--- config.mk ---
export PLATFORM = sky130hd
export DESIGN_NAME = id_ex_bubble_stage
export DESIGN_NICKNAME = d
export VERILOG_FILES = /design/src/rtl/id_ex_bubble_stage.sv
export SDC_FILE = /design/constraint.sdc
export NUM_CORES = 1
export LEC_CHECK = 0
export ABC_AREA = 1
export CAP_MARGIN = 30
export CORE_MARGIN = 3
export CORE_UTILIZATION = 48
export DETAILED_ROUTE_END_ITERATION = 7
export GPL_ROUTABILITY_DRIVEN = 0
export PLACE_DENSITY = 0.86
export SETUP_SLACK_MARGIN = 0.05
export SYNTH_ARGS = -nofsm -noshare
export SYNTH_HDL_FRONTEND = slang
export SYNTH_SLANG_ARGS = --single-unit
--- constraint.sdc ---
create_clock -name clk -period 2.4 [get_ports clk]
set_input_delay 0.24 -clock clk [delete_from_list [all_inputs] [get_ports clk]]
set_output_delay 0.24 -clock clk [all_outputs]
set_load 0.05 [all_outputs]
--- src/rtl/id_ex_bubble_stage.sv ---
// ID/EX pipeline register with load-use stall control, branch flush, sticky halt,
// saturating bubble statistics and a consecutive-stall watchdog.
module id_ex_bubble_stage #(
    parameter int PAYLOAD_W = 64,
    parameter int CNT_W     = 32,
    parameter int MAX_STALL = 4
) (
    input  logic                 clk,
    input  logic                 rst_n,
    input  logic                 bubble,
    input  logic                 flush,
    input  logic                 halt,
    input  logic                 id_valid,
    input  logic                 id_reg_w_en,
    input  logic [4:0]           id_reg_req_w,
    input  logic                 id_mem_read_en,
    input  logic [PAYLOAD_W-1:0] id_payload,
    output logic                 pc_en,
    output logic                 ifid_en,
    output logic                 ifid_clr,
    output logic                 ex_valid,
    output logic                 ex_reg_w_en,
    output logic [4:0]           ex_reg_req_w,
    output logic                 ex_mem_read_en,
    output logic [PAYLOAD_W-1:0] ex_payload,
    output logic [CNT_W-1:0]     bubble_count,
    output logic                 halted,
    output logic                 stall_err
);

    localparam int SR_W = $clog2(MAX_STALL + 1);
    localparam logic [SR_W-1:0] STALL_MAX  = SR_W'(MAX_STALL);
    localparam logic [SR_W-1:0] STALL_LAST = SR_W'(MAX_STALL - 1);

    logic                 ex_valid_q, ex_valid_d;
    logic                 ex_reg_w_en_q, ex_reg_w_en_d;
    logic [4:0]           ex_reg_req_w_q, ex_reg_req_w_d;
    logic                 ex_mem_read_en_q, ex_mem_read_en_d;
    logic [PAYLOAD_W-1:0] ex_payload_q, ex_payload_d;
    logic [CNT_W-1:0]     bubble_count_q, bubble_count_d;
    logic                 halted_q, halted_d;
    logic                 stall_err_q, stall_err_d;
    logic [SR_W-1:0]      stall_run_q, stall_run_d;

    logic bubble_req;
    logic halt_req;
    logic load_id;

    // A flush squashes the ID instruction, so it masks both bubble and halt requests.
    assign bubble_req = bubble & ~halted_q & ~flush;
    assign halt_req   = halt & id_valid & ~flush & ~bubble;

    always_comb begin
        pc_en          = 1'b1;
        ifid_en        = 1'b1;
        ifid_clr       = 1'b0;
        load_id        = 1'b0;
        halted_d       = halted_q;
        bubble_count_d = bubble_count_q;
        stall_run_d    = '0;
        stall_err_d    = stall_err_q;

        if (halted_q) begin
            pc_en   = 1'b0;
            ifid_en = 1'b0;
        end else if (flush) begin
            ifid_clr = 1'b1;
        end else if (bubble_req) begin
            pc_en   = 1'b0;
            ifid_en = 1'b0;
            if (~&bubble_count_q) begin
                bubble_count_d = bubble_count_q + 1'b1;
            end
            if (stall_run_q != STALL_MAX) begin
                stall_run_d = stall_run_q + 1'b1;
            end else begin
                stall_run_d = stall_run_q;
            end
            if (stall_run_q >= STALL_LAST) begin
                stall_err_d = 1'b1;
            end
        end else begin
            // The halting instruction itself still advances into EX.
            load_id = id_valid;
            if (halt_req) begin
                halted_d = 1'b1;
            end
        end

        ex_valid_d       = load_id;
        ex_reg_w_en_d    = load_id ? id_reg_w_en    : 1'b0;
        ex_reg_req_w_d   = load_id ? id_reg_req_w   : 5'd0;
        ex_mem_read_en_d = load_id ? id_mem_read_en : 1'b0;
        ex_payload_d     = load_id ? id_payload     : '0;
    end

    always_ff @(posedge clk or negedge rst_n) begin
        if (!rst_n) begin
            ex_valid_q       <= 1'b0;
            ex_reg_w_en_q    <= 1'b0;
            ex_reg_req_w_q   <= 5'd0;
            ex_mem_read_en_q <= 1'b0;
            ex_payload_q     <= '0;
            bubble_count_q   <= '0;
            halted_q         <= 1'b0;
            stall_err_q      <= 1'b0;
            stall_run_q      <= '0;
        end else begin
            ex_valid_q       <= ex_valid_d;
            ex_reg_w_en_q    <= ex_reg_w_en_d;
            ex_reg_req_w_q   <= ex_reg_req_w_d;
            ex_mem_read_en_q <= ex_mem_read_en_d;
            ex_payload_q     <= ex_payload_d;
            bubble_count_q   <= bubble_count_d;
            halted_q         <= halted_d;
            stall_err_q      <= stall_err_d;
            stall_run_q      <= stall_run_d;
        end
    end

    assign ex_valid       = ex_valid_q;
    assign ex_reg_w_en    = ex_reg_w_en_q;
    assign ex_reg_req_w   = ex_reg_req_w_q;
    assign ex_mem_read_en = ex_mem_read_en_q;
    assign ex_payload     = ex_payload_q;
    assign bubble_count   = bubble_count_q;
    assign halted         = halted_q;
    assign stall_err      = stall_err_q;

endmodule

==> results of run 1 <==
-- cells in the mapped netlist --
master and count:
sky130_fd_sc_hd__o21ai_0 8, sky130_fd_sc_hd__nor3_4 1, sky130_fd_sc_hd__xor2_1 8, sky130_fd_sc_hd__nor2_2 5, sky130_fd_sc_hd__o31ai_1 1, sky130_fd_sc_hd__nand2_8 1, sky130_fd_sc_hd__dfrtp_1 109, sky130_fd_sc_hd__buf_6 11
sky130_fd_sc_hd__nand2_4 1, sky130_fd_sc_hd__nand2_2 3, sky130_fd_sc_hd__xnor2_1 5, sky130_fd_sc_hd__nor2_4 4, sky130_fd_sc_hd__a21oi_1 2, sky130_fd_sc_hd__a41o_1 1, sky130_fd_sc_hd__nor2_1 119, sky130_fd_sc_hd__nand2_1 180
sky130_fd_sc_hd__ha_1 4, sky130_fd_sc_hd__buf_4 2, sky130_fd_sc_hd__nor4_1 1, sky130_fd_sc_hd__nand3_1 21, sky130_fd_sc_hd__buf_2 1, sky130_fd_sc_hd__inv_2 1, sky130_fd_sc_hd__nand3b_1 2, sky130_fd_sc_hd__inv_1 104
sky130_fd_sc_hd__nand4_1 3, sky130_fd_sc_hd__inv_6 1
-- metrics by stage --
| step | hold slack (ns) | cells | total power, W | setup slack [ns] | instance area (um^2) |
|---|---|---|---|---|---|
| after floorplan | -0.0556 | 599 | 0.00220 | 0.0831 | 4920 |
| after global placement | 0.243 | 906 | 0.00245 | 0.383 | 6820 |
| after detailed placement | 0.257 | 906 | 0.00247 | 0.323 | 6820 |
| after CTS | 0.361 | 923 | 0.00370 | 0.317 | 7050 |
| after global routing | 0.365 | 923 | 0.00381 | 0.257 | 7050 |
| final | 0.375 | 923 | 0.00367 | 0.326 | 7050 |
-- worst min-delay path: cells and delay by family --
| kind | cells | cell delay (ns) |
|---|---|---|
| buffers and inverters | 2 | 0.44 |
| AND/OR/NAND/NOR | 1 | 0.04 |
-- cell type report --
cell class	instances	share of cell area [%]
sequential	109	38.7
timing repair buffer	189	26.8
multi-input combinational	370	23.3
inverter	106	5.72
tap	133	2.36
clock buffer	9	1.76
clock inverter	7	1.35
-- worst max path at each step --
stage	startpoint	to	slack [ns]	cells past startpoint
after floorplan	halted	pc_en	0.08	4
after global placement	flush	ifid_clr	0.38	4
after detailed placement	flush	ifid_clr	0.32	4
after CTS	flush	ifid_clr	0.32	4
after global routing	halted	ifid_clr	0.26	2
final	flush	ifid_clr	0.33	4
-- cell usage in the layout (no fill, tap or decap) --
cell | Yosys | final
sky130_fd_sc_hd__o21ai_0 | 8 | 8
sky130_fd_sc_hd__bufinv_16 | 0 | 2
sky130_fd_sc_hd__nand4_1 | 3 | 3
sky130_fd_sc_hd__inv_2 | 1 | 1
sky130_fd_sc_hd__nand3_1 | 21 | 21
sky130_fd_sc_hd__inv_1 | 104 | 104
sky130_fd_sc_hd__inv_6 | 1 | 3
sky130_fd_sc_hd__nor2_2 | 5 | 5
sky130_fd_sc_hd__xor2_1 | 8 | 8
sky130_fd_sc_hd__clkinvlp_4 | 0 | 1
sky130_fd_sc_hd__buf_4 | 2 | 5
sky130_fd_sc_hd__nand2_1 | 180 | 180
sky130_fd_sc_hd__buf_12 | 0 | 1
sky130_fd_sc_hd__clkbuf_8 | 0 | 9
sky130_fd_sc_hd__nor2_1 | 119 | 119
sky130_fd_sc_hd__nand2_8 | 1 | 1
sky130_fd_sc_hd__dlygate4sd3_1 | 0 | 1
sky130_fd_sc_hd__o31ai_1 | 1 | 1
sky130_fd_sc_hd__nand2_4 | 1 | 1
sky130_fd_sc_hd__nor2_4 | 4 | 4
sky130_fd_sc_hd__nand2_2 | 3 | 3
sky130_fd_sc_hd__a21oi_1 | 2 | 2
sky130_fd_sc_hd__clkdlybuf4s50_1 | 0 | 182
sky130_fd_sc_hd__nand3b_1 | 2 | 2
sky130_fd_sc_hd__nor4_1 | 1 | 1
sky130_fd_sc_hd__a41o_1 | 1 | 1
sky130_fd_sc_hd__ha_1 | 4 | 4
sky130_fd_sc_hd__nor3_4 | 1 | 1
sky130_fd_sc_hd__clkinv_2 | 0 | 2
sky130_fd_sc_hd__xnor2_1 | 5 | 5
sky130_fd_sc_hd__dfrtp_1 | 109 | 109
-- where the power goes --
group | switching [W] | leakage (nW) | total, W | internal, W
clock network | 0.000639 | 0.110 | 0.00123 | 0.000592
logic | 0.000291 | 1.86 | 0.000514 | 0.000222
registers | 0.0000520 | 1.51 | 0.00192 | 0.00187
-- metal layers --
layer  GRT usage (%)  routed length (um)
met3            10.4                1430
met5               0                   0
met1            27.8                4910
met2            42.0                6900
met4            6.67                 307
-- logic make-up after synthesis --
| logic type | synth area share (%) |
|---|---|
| AND/OR/NAND/NOR | 28.7 |
| buffers and inverters | 11.1 |
| flip-flops | 55.5 |
| XOR/XNOR | 2.32 |
| AO/OA/AOI/OAI | 1.37 |
| adder cells (fa/ha/maj) | 1.02 |
-- timing repair --
item                       in CTS  in global routing
hold endpoints to repair       40                  0
hold buffers                    1                  0
setup endpoints to repair       0                  0
-- registers in the layout, indices dropped and copies added, names as in the netlist --
name,count
ex_payload,64
bubble_count,32
ex_reg_req_w,5
stall_run_q,3
ex_mem_read_en,1
ex_reg_w_en,1
ex_valid,1
halted,1
stall_err,1
==> reports/metrics.sh, run 1 <==
POWERDENSITY_nW_PER_UM2=520
TIMING.CRITICAL_PATH.SLOWEST_CELL_DELAY_NS=0.81
POST-SYNTH-TOP-AREA-CELL='sky130_fd_sc_hd__dfrtp_1'
POST-ROUTE-MIN-PERIOD_NS=2.07
FILL_CELLS=716
VIAS_PER_CELL=4.78
YS_FF_LATCH=109
FIN_SKEW_NS=0.00796
CRITICALPATHCATEGORY='primary input to output pin'
CRIT_TOP_CELL='sky130_fd_sc_hd__clkdlybuf4s50_1'
CRIT_FAMILY='buffers and inverters'
REG2REG_SLACK_NS=0.53
FLOORPLAN.DIE_AREA_UM2=11500
MAPPEDNETLISTNETS=680
TIMING.FINAL.MAX_SLEW_VIOLATIONS=0
CTSROOTBUFFERMASTER='sky130_fd_sc_hd__clkbuf_8'
CLKLATENCYLATEPIN_NS=0.37
SYNTH-WARNING-COUNT=0
SYNTH_SEQUENTIAL_AREA_RATIO_PCT=55.5
FIRSTDRTPASSITERS=5
CRITICAL_PATH_CELL_BY_CELL='clkdlybuf4s50_1 > inv_1 > nor2_1 > clkdlybuf4s50_1'
PLACEMENT.IO_BUFFERS=185
GLOBALROUTEOVERFLOWTOTAL=0
DIE_HEIGHT_UM=107
TIMING.SLEW.HEADROOM_PCT=53.1
POWER.STATIC_LEAKAGE_nW=3.48
GRT_PASS1_WL_UM=21900
GRT_USAGE_PCT=24.4
FP.COREAREA_UM2=9860
SHARE_OF_YOSYS_CELL_AREA_CLAIMED_BY_THE_TOP_AREA_CELL_TYPE_PCT=55.5
POST-ROUTE-PERIOD-UTIL_PCT=86.4
CTS_TREE='yes'
YOSYS-TOP-CELLS-AREA='sky130_fd_sc_hd__dfrtp_1 (55%), sky130_fd_sc_hd__nand2_1 (14%), sky130_fd_sc_hd__nor2_1 (9.1%), sky130_fd_sc_hd__inv_1 (7.9%), sky130_fd_sc_hd__buf_6 (2.5%)'
FINAL-SETUP-VIOL-COUNT=0
TIMING.CRITICAL_PATH.FANOUT_MAX=3
TIGHTESTPINTRANSITION_NS=0.704
NUM_ANTENNA_CELLS=0
TIMING.SETUP.TNS_NS=0
SYNTH.AVG_CELL_AREA_UM2=8.21
FINAL_CORE_UTIL_PCT=71.4
IRDROPWORSTVDD_uV=477
ANTENNA_LEFT=0
WORST_SETUP_START_KIND='primary input'
GRT_PASS1_VIAS=4566
ROWS=36
MAXIMUM_CLOCK_INSERTION_BUFFER_COUNT=2
FINALHOLDVIOLCOUNT=0
MIN_PATH_TYPE='primary input to flop'
WORSTPATHREQUIRED_NS=2.16
DRIVE_ABOVE_1_SHARE_PCT=4.94
CP.BUFFERS_INVERTERS=3
WORST_HOLD_STARTPOINT='id_payload[15]'
OUTCOME='finished clean'
CTS_POST_SETUP_BUFFERS_INSERTED=0
CTS.REPORTEDPATHS.CLKPINSLEW_NS=0.11
CTS-BUFFERS-INSERTED=9
DP_HPWL_UM=10400
MULTIINPUTGATEAREA_UM2=1640
WORST_R2R_STARTPOINT='bubble_count[1]'
WHS_PATH_DEPTH=3
CTS.HTREE.LEVELS=3
DRT_ITER0_MARKERS=216
GRT_SETUP_UNREPAIRED='no'
HOLD_END='ex_payload[15]'
CP_SLOWEST_CELL='sky130_fd_sc_hd__clkdlybuf4s50_1'
INITIAL_STANDARD_CELL_UTILIZATION_OF_THE_CORE_PCT=49.8
DIEWIDTH_UM=107
CRIT-REG2REG-CAPTURE='bubble_count[26]'
GRT_START_MAX_NET_PINS=72
LAYOUT.NETS=866
ROUTED_WIRELENGTH_UM=13600
CTS.REPAIR.RESIZED=0
SYNTHDISTINCTLIBCELLS=26
NUMBER_OF_PRIMARY_I_O_PINS=186
WORSTSETUPENDPOINTTYPE='output pin'
WIRE_PER_INST_UM=14.7
CP_DATA_ARRIVAL_TIME_NS=1.83
AREA.GROWTH.SYNTH_TO_FINAL_PCT=43.3
NUMCLOCKSINKS=109
POST_SYN_AREA_UM2=4920
VIA_COUNT=4412
NETLIST_INSTANCES=599
DRV.MAX_CAP_VIOLATION_COUNT=0
DETAIL_ROUTE.DRC_VIOLATIONS=0
CLOCK.FMAX_MHz=482
REG2REGPATHDEPTH=10
GRT_ANTENNA_BEFORE_REPAIR=0
FF_LATCH_AREA_UM2=2730
Power figures use the tool's default switching activity.
==> run 2, diff against run 1 <==
--- a/config.mk
+++ b/config.mk
@@ -11,6 +11,7 @@
 export CORE_UTILIZATION = 48
 export DETAILED_ROUTE_END_ITERATION = 7
 export GPL_ROUTABILITY_DRIVEN = 0
+export GPL_TIMING_DRIVEN = 0
 export PLACE_DENSITY = 0.86
 export SETUP_SLACK_MARGIN = 0.05
 export SYNTH_ARGS = -nofsm -noshare
==> run 2 against run 1 <==
Compared with the run above: maximum frequency is 7.5% lower; clock power hardly changed; worst setup slack got worse by 0.17 ns; core utilization rose by 1.4 points; global-route usage rose by 0.80 points; design area grew 1.9%; register-to-register slack better by 0.06 ns; sequential power hardly changed; combinational power rose by 1%.
==> reports/metrics.sh, run 2 (synthesized netlist as in run 1, its figures left out) <==
CP_DATA_ARRIVAL_TIME_NS=2.00  # was 1.83 ns
WORST_HOLD_SLACK_NS=0.375  # about the same
WORSTSETUPENDPOINTTYPE='output pin'  # unchanged
POWER.STATIC_LEAKAGE_nW=3.55  # was 3.48 nW
NUM_ANTENNA_CELLS=0  # unchanged
GRT_PASS1_WL_UM=22300  # was 21900 um
CTSROOTBUFFERMASTER='sky130_fd_sc_hd__clkbuf_8'  # unchanged
GRT_START_MAX_NET_PINS=58  # was 72
FILL_CELLS=716  # unchanged
CTS-BUFFERS-INSERTED=9  # unchanged
LARGEST_REGISTER_FF_COUNT=64  # unchanged
FINAL_CELL_MIX='sky130_fd_sc_hd__clkdlybuf4s50_1 (182), sky130_fd_sc_hd__nand2_1 (180), sky130_fd_sc_hd__nor2_1 (119)'  # unchanged
GRT_SETUP_UNREPAIRED='no'  # unchanged
FINALHOLDVIOLCOUNT=0  # unchanged
AREA.GROWTH.SYNTH_TO_FINAL_PCT=46.1  # was 43.3%
CTS_TREE='yes'  # unchanged
ROUTED_WIRELENGTH_UM=14000  # was 13600 um
SETUP_WS_NS=0.159  # was 0.326 ns
ROWS=36  # unchanged
FINAL-SETUP-VIOL-COUNT=0  # unchanged
VIAS_PER_CELL=4.82  # was 4.78
CLKLATENCYLATEPIN_NS=0.36  # was 0.37 ns
DRT_ITER0_MARKERS=276  # was 216
TIMING.CRITICAL_PATH.FANOUT_MAX=10  # was 3
WORSTPATHREQUIRED_NS=2.16  # about the same
WIRE_PER_INST_UM=15.0  # was 14.7 um
POST-ROUTE-CELL-AREA_UM2=7180  # was 7050 um^2
POWERDENSITY_nW_PER_UM2=509  # was 520 nW/um^2
MAXIMUM_CLOCK_INSERTION_BUFFER_COUNT=2  # unchanged
DRIVE_ABOVE_1_SHARE_PCT=5.99  # was 4.94%
CTS.HTREE.LEVELS=3  # unchanged
POST-ROUTE-PERIOD-UTIL_PCT=93.4  # was 86.4%
TIGHTESTPINTRANSITION_NS=0.682  # was 0.704 ns
WORST_HOLD_STARTPOINT='id_payload[56]'  # was id_payload[15]
DRV.MAX_CAP_VIOLATION_COUNT=0  # unchanged
FLOORPLAN.DIE_AREA_UM2=11500  # unchanged
NUMBER_OF_PRIMARY_I_O_PINS=186  # unchanged
WORST_R2R_STARTPOINT='bubble_count[0]'  # was bubble_count[1]
DPL_CELL_AREA_UM2=6960  # was 6820 um^2
PRE_CTS_SLACK_NS=-0.226  # was 0.323 ns
POST-ROUTE-MIN-PERIOD_NS=2.24  # was 2.07 ns
OUTCOME='finished clean'  # unchanged
VIA_COUNT=4499  # was 4412
STARTPOINT_OF_THE_MOST_CRITICAL_SETUP_PATH='bubble'  # was flush
GRT_USAGE_PCT=25.2  # was 24.4%
DIEWIDTH_UM=107  # unchanged
CRITICALPATHCATEGORY='primary input to output pin'  # unchanged
GLOBALROUTEOVERFLOWTOTAL=0  # unchanged
LAYOUT.NETS=878  # was 866
CTS.REPORTEDPATHS.CLKPINSLEW_NS=0.10  # was 0.11 ns
FINAL_CORE_UTIL_PCT=72.8  # was 71.4%
ANTENNA_LEFT=0  # unchanged
IRDROPWORSTVDD_uV=415  # was 477 uV
DETAIL_ROUTE.DRC_VIOLATIONS=0  # unchanged
PLACEMENT.IO_BUFFERS=185  # unchanged
MIN_PATH_TYPE='primary input to flop'  # unchanged
DP_HPWL_UM=10700  # was 10400 um
TIMING.FINAL.MAX_SLEW_VIOLATIONS=0  # unchanged
GRT_PASS1_VIAS=4533  # was 4566
LAYOUT.CELLS.MOST_COMMON='sky130_fd_sc_hd__clkdlybuf4s50_1'  # unchanged
NUMCLOCKSINKS=109  # unchanged
GRT_ANTENNA_BEFORE_REPAIR=0  # unchanged
FIRSTDRTPASSITERS=4  # was 5
FIN_SKEW_NS=0.00766  # was 0.00796 ns
TIMING.SLEW.HEADROOM_PCT=54.5  # was 53.1%
CLOCK.FMAX_MHz=446  # was 482 MHz
DIE_HEIGHT_UM=107  # unchanged
INITIAL_STANDARD_CELL_UTILIZATION_OF_THE_CORE_PCT=49.8  # unchanged
FP.COREAREA_UM2=9860  # unchanged
CTS_POST_SETUP_BUFFERS_INSERTED=0  # unchanged
WORST_SETUP_START_KIND='primary input'  # unchanged
[run 2: what timing repair did]
| action | CTS | global route |
|---|---|---|
| hold buffers | 1 | 0 |
| endpoints found under the hold margin | 52 | 0 |
| gates resized for setup | 4 | 0 |
| setup endpoints to repair | 2 | 0 |
[run 2: power breakdown]
group / internal (W) / switching [W] / total (W)
combinational: 0.000228 / 0.000292 / 0.000519
clock: 0.000589 / 0.000626 / 0.00122
sequential: 0.00187 / 0.0000530 / 0.00192
total: 0.00269 / 0.000971 / 0.00366
[run 2: path summary, 6_finish.rpt]
check | slack [ns] | depth (start not counted) | end
worst min-delay path | 0.37 | 3 | ex_payload[56]
worst min register to register | 0.48 | 2 | stall_err
max in group asynchronous | 1.23 | 3 | ex_payload[6]
worst max-delay path | 0.16 | 6 | ifid_en
min in group asynchronous | 0.46 | 2 | bubble_count[30]
worst max register to register | 0.59 | 11 | bubble_count[28]
[run 2: per-stage QoR]
step	instances	power [W]	setup TNS [ns]
floorplan	599	0.00220	0
global placement	917	0.00245	-315.96
detailed placement	918	0.00248	-0.338
CTS	934	0.00368	0
global route	934	0.00381	0
finish	934	0.00366	0
[run 2: area by class of cell]
cell class                 instances  area [um^2]  share of cell area, %
sequential                       109         2730                   38.0
clock inverter                     5         85.1                   1.18
inverter                         106          403                   5.61
clock buffer                      10          128                   1.78
timing repair buffer             187         1880                   26.2
multi-input combinational        370         1640                   22.9
buffer                            14          146                   2.04
tap                              133          166                   2.32
[run 2: routing by layer]
metal  track usage, %  wire length, um  vias to the layer above
met3             9.51             1460                       31
met1             27.6             4680                     2134
li1                 -                -                     2139
met5                0                0                        -
met2             44.5             7440                      195
met4             8.95              391                        0
[run 2: critical path, cell delays in order]
cell and delay, ns:
sky130_fd_sc_hd__clkdlybuf4s50_1 0.49, sky130_fd_sc_hd__inv_1 0.09, sky130_fd_sc_hd__nor3_4 0.41, sky130_fd_sc_hd__buf_4 0.25
sky130_fd_sc_hd__nor2_1 0.08, sky130_fd_sc_hd__dlygate4sd2_1 0.44
==> run 3, diff against run 2 <==
--- a/config.mk
+++ b/config.mk
@@ -11,8 +11,8 @@
 export CORE_UTILIZATION = 48
 export DETAILED_ROUTE_END_ITERATION = 7
 export GPL_ROUTABILITY_DRIVEN = 0
-export GPL_TIMING_DRIVEN = 0
 export PLACE_DENSITY = 0.86
+export RECOVER_POWER = 50
 export SETUP_SLACK_MARGIN = 0.05
 export SYNTH_ARGS = -nofsm -noshare
 export SYNTH_HDL_FRONTEND = slang
==> run 3 against run 2 <==
Compared with the run above: critical endpoint is now ifid_clr; die area stayed put; critical path type unchanged; hold slack better by 0.0018 ns; highest routed layer unchanged; critical path depth is 2 lower; clock skew is 0.0016 ns lower.
==> reports/metrics.sh, run 3 (synthesized netlist as in run 1, its figures left out) <==
GRT_START_MAX_NET_PINS=72  # was 58
WORST_HOLD_STARTPOINT='id_payload[15]'  # was id_payload[56]
VIA_COUNT=4408  # was 4499
NUMBER_OF_PRIMARY_I_O_PINS=186  # unchanged
CRITICALPATHCATEGORY='primary input to output pin'  # unchanged
CTS.HTREE.LEVELS=3  # unchanged
WORSTPATHREQUIRED_NS=2.16  # about the same
CLKLATENCYLATEPIN_NS=0.37  # was 0.36 ns
DIE_HEIGHT_UM=107  # unchanged
AREA.GROWTH.SYNTH_TO_FINAL_PCT=43.1  # was 46.1%
GRT_PASS1_VIAS=4566  # was 4533
IRDROPWORSTVDD_uV=477  # was 415 uV
DETAIL_ROUTE.DRC_VIOLATIONS=0  # unchanged
TIMING.CRITICAL_PATH.FANOUT_MAX=3  # was 10
LARGEST_REGISTER_FF_COUNT=64  # unchanged
CTS.REPORTEDPATHS.CLKPINSLEW_NS=0.10  # about the same
TIGHTESTPINTRANSITION_NS=1.01  # was 0.682 ns
ROWS=36  # unchanged
WIRE_PER_INST_UM=14.7  # was 15.0 um
GRT_USAGE_PCT=24.4  # was 25.2%
VIAS_PER_CELL=4.78  # was 4.82
LAYOUT.CELLS.MOST_COMMON='sky130_fd_sc_hd__clkdlybuf4s50_1'  # unchanged
CLOCK.FMAX_MHz=466  # was 446 MHz
NUMCLOCKSINKS=109  # unchanged
MIN_PATH_TYPE='primary input to flop'  # unchanged
DIEWIDTH_UM=107  # unchanged
INITIAL_STANDARD_CELL_UTILIZATION_OF_THE_CORE_PCT=49.8  # unchanged
CTS_TREE='yes'  # unchanged
WORSTSETUPENDPOINTTYPE='output pin'  # unchanged
POWER.STATIC_LEAKAGE_nW=3.48  # was 3.55 nW
WORST_SETUP_START_KIND='primary input'  # unchanged
DRV.MAX_CAP_VIOLATION_COUNT=0  # unchanged
REG2REGPATHDEPTH=10  # was 11
WHS_PATH_DEPTH=3  # unchanged
CTS_POST_SETUP_BUFFERS_INSERTED=0  # unchanged
POST-ROUTE-PERIOD-UTIL_PCT=89.5  # was 93.4%
GRT_SETUP_UNREPAIRED='no'  # unchanged
CRIT-REG2REG-CAPTURE='bubble_count[26]'  # was bubble_count[28]
FIRSTDRTPASSITERS=5  # was 4
REG2REG_SLACK_NS=0.37  # was 0.59 ns
FINAL-SETUP-VIOL-COUNT=0  # unchanged
WORST_R2R_STARTPOINT='bubble_count[1]'  # was bubble_count[0]
CTS-BUFFERS-INSERTED=9  # unchanged
HOLD_END='ex_payload[15]'  # was ex_payload[56]
FINAL_CELL_MIX='sky130_fd_sc_hd__clkdlybuf4s50_1 (181), sky130_fd_sc_hd__nand2_1 (180), sky130_fd_sc_hd__nor2_1 (120)'  # was sky130_fd_sc_hd__clkdlybuf4s50_1 (182), sky130_fd_sc_hd__nand2_1 (180), sky130_fd_sc_hd__nor2_1 (119)
MAXIMUM_CLOCK_INSERTION_BUFFER_COUNT=2  # unchanged
CTSROOTBUFFERMASTER='sky130_fd_sc_hd__clkbuf_8'  # unchanged
FINALHOLDVIOLCOUNT=0  # unchanged
FLOORPLAN.DIE_AREA_UM2=11500  # unchanged
POST-ROUTE-MIN-PERIOD_NS=2.15  # was 2.24 ns
CTS_HOLD_REPAIR.BUFFERS=1  # unchanged
PLACEMENT.IO_BUFFERS=185  # unchanged
DRT_ITER0_MARKERS=212  # was 276
LAYOUT.NETS=866  # was 878
TIMING.SLEW.HEADROOM_PCT=32.5  # was 54.5%
CP_DATA_ARRIVAL_TIME_NS=1.91  # was 2.00 ns
FINAL_CORE_UTIL_PCT=71.3  # was 72.8%
FIN_SKEW_NS=0.00601  # was 0.00766 ns
GRT_PASS1_WL_UM=21900  # was 22300 um
CTS.REPAIR.RESIZED=0  # was 4
TIMING.FINAL.MAX_SLEW_VIOLATIONS=0  # unchanged
DRIVE_ABOVE_1_SHARE_PCT=4.81  # was 5.99%
DP_HPWL_UM=10400  # was 10700 um
FP.COREAREA_UM2=9860  # unchanged
POWERDENSITY_nW_PER_UM2=521  # was 509 nW/um^2
OUTCOME='finished clean'  # unchanged
GLOBALROUTEOVERFLOWTOTAL=0  # unchanged
NUM_ANTENNA_CELLS=0  # unchanged
ANTENNA_LEFT=0  # unchanged
ROUTED_WIRELENGTH_UM=13500  # was 14000 um
GRT_ANTENNA_BEFORE_REPAIR=0  # unchanged
TIMING.SETUP.TNS_NS=0  # unchanged
[run 3: how the worst max path moves through the flow]
| stage | start | end | slack, ns |
|---|---|---|---|
| after global placement | flush | ifid_clr | 0.38 |
| after floorplan | halted | pc_en | 0.08 |
| after global routing | flush | ifid_clr | 0.20 |
| final | flush | ifid_clr | 0.25 |
| after detailed placement | flush | ifid_clr | 0.32 |
| after CTS | flush | ifid_clr | 0.32 |
[run 3: critical path: stages]
cell	delay (ns)
sky130_fd_sc_hd__dlygate4sd3_1	0.65
sky130_fd_sc_hd__inv_1	0.10
sky130_fd_sc_hd__nor2_1	0.10
sky130_fd_sc_hd__clkdlybuf4s50_1	0.81
[run 3: power by group]
group | total [W] | switching [W] | leakage [nW] | internal (W)
combinational | 0.000510 | 0.000289 | 1.86 | 0.000221
clock | 0.00123 | 0.000639 | 0.110 | 0.000592
sequential | 0.00192 | 0.0000522 | 1.51 | 0.00187
total | 0.00366 | 0.000980 | 3.48 | 0.00268
[run 3: area by class of cell]
class	instances	area [um^2]
Tap cell	133	166
Timing Repair Buffer	189	1890
Clock buffer	9	124
Clock inverter	7	95.1
Inverter	106	403
Fill cell	718	2830
Sequential cell	109	2730
Multi-Input combinational cell	370	1630
[run 3: per-stage QoR]
| stage | instance area (um^2) | hold slack (ns) | setup slack, ns | instances | power (W) |
|---|---|---|---|---|---|
| after floorplan | 4920 | -0.0556 | 0.0831 | 599 | 0.00220 |
| after global placement | 6820 | 0.243 | 0.383 | 906 | 0.00245 |
| after detailed placement | 6820 | 0.257 | 0.323 | 906 | 0.00247 |
| after CTS | 7050 | 0.361 | 0.317 | 923 | 0.00370 |
| after global routing | 7040 | 0.365 | 0.198 | 923 | 0.00381 |
| final | 7040 | 0.377 | 0.253 | 923 | 0.00366 |
[run 3: layer usage]
| metal | part of all wire [%] | global-route usage, % | wire length, um |
|---|---|---|---|
| met1 | 36 | 27.8 | 4880 |
| met2 | 51 | 42.0 | 6880 |
| met3 | 11 | 10.4 | 1470 |
| met4 | 2.3 | 6.67 | 312 |
| met5 | 0 | 0 | 0 |
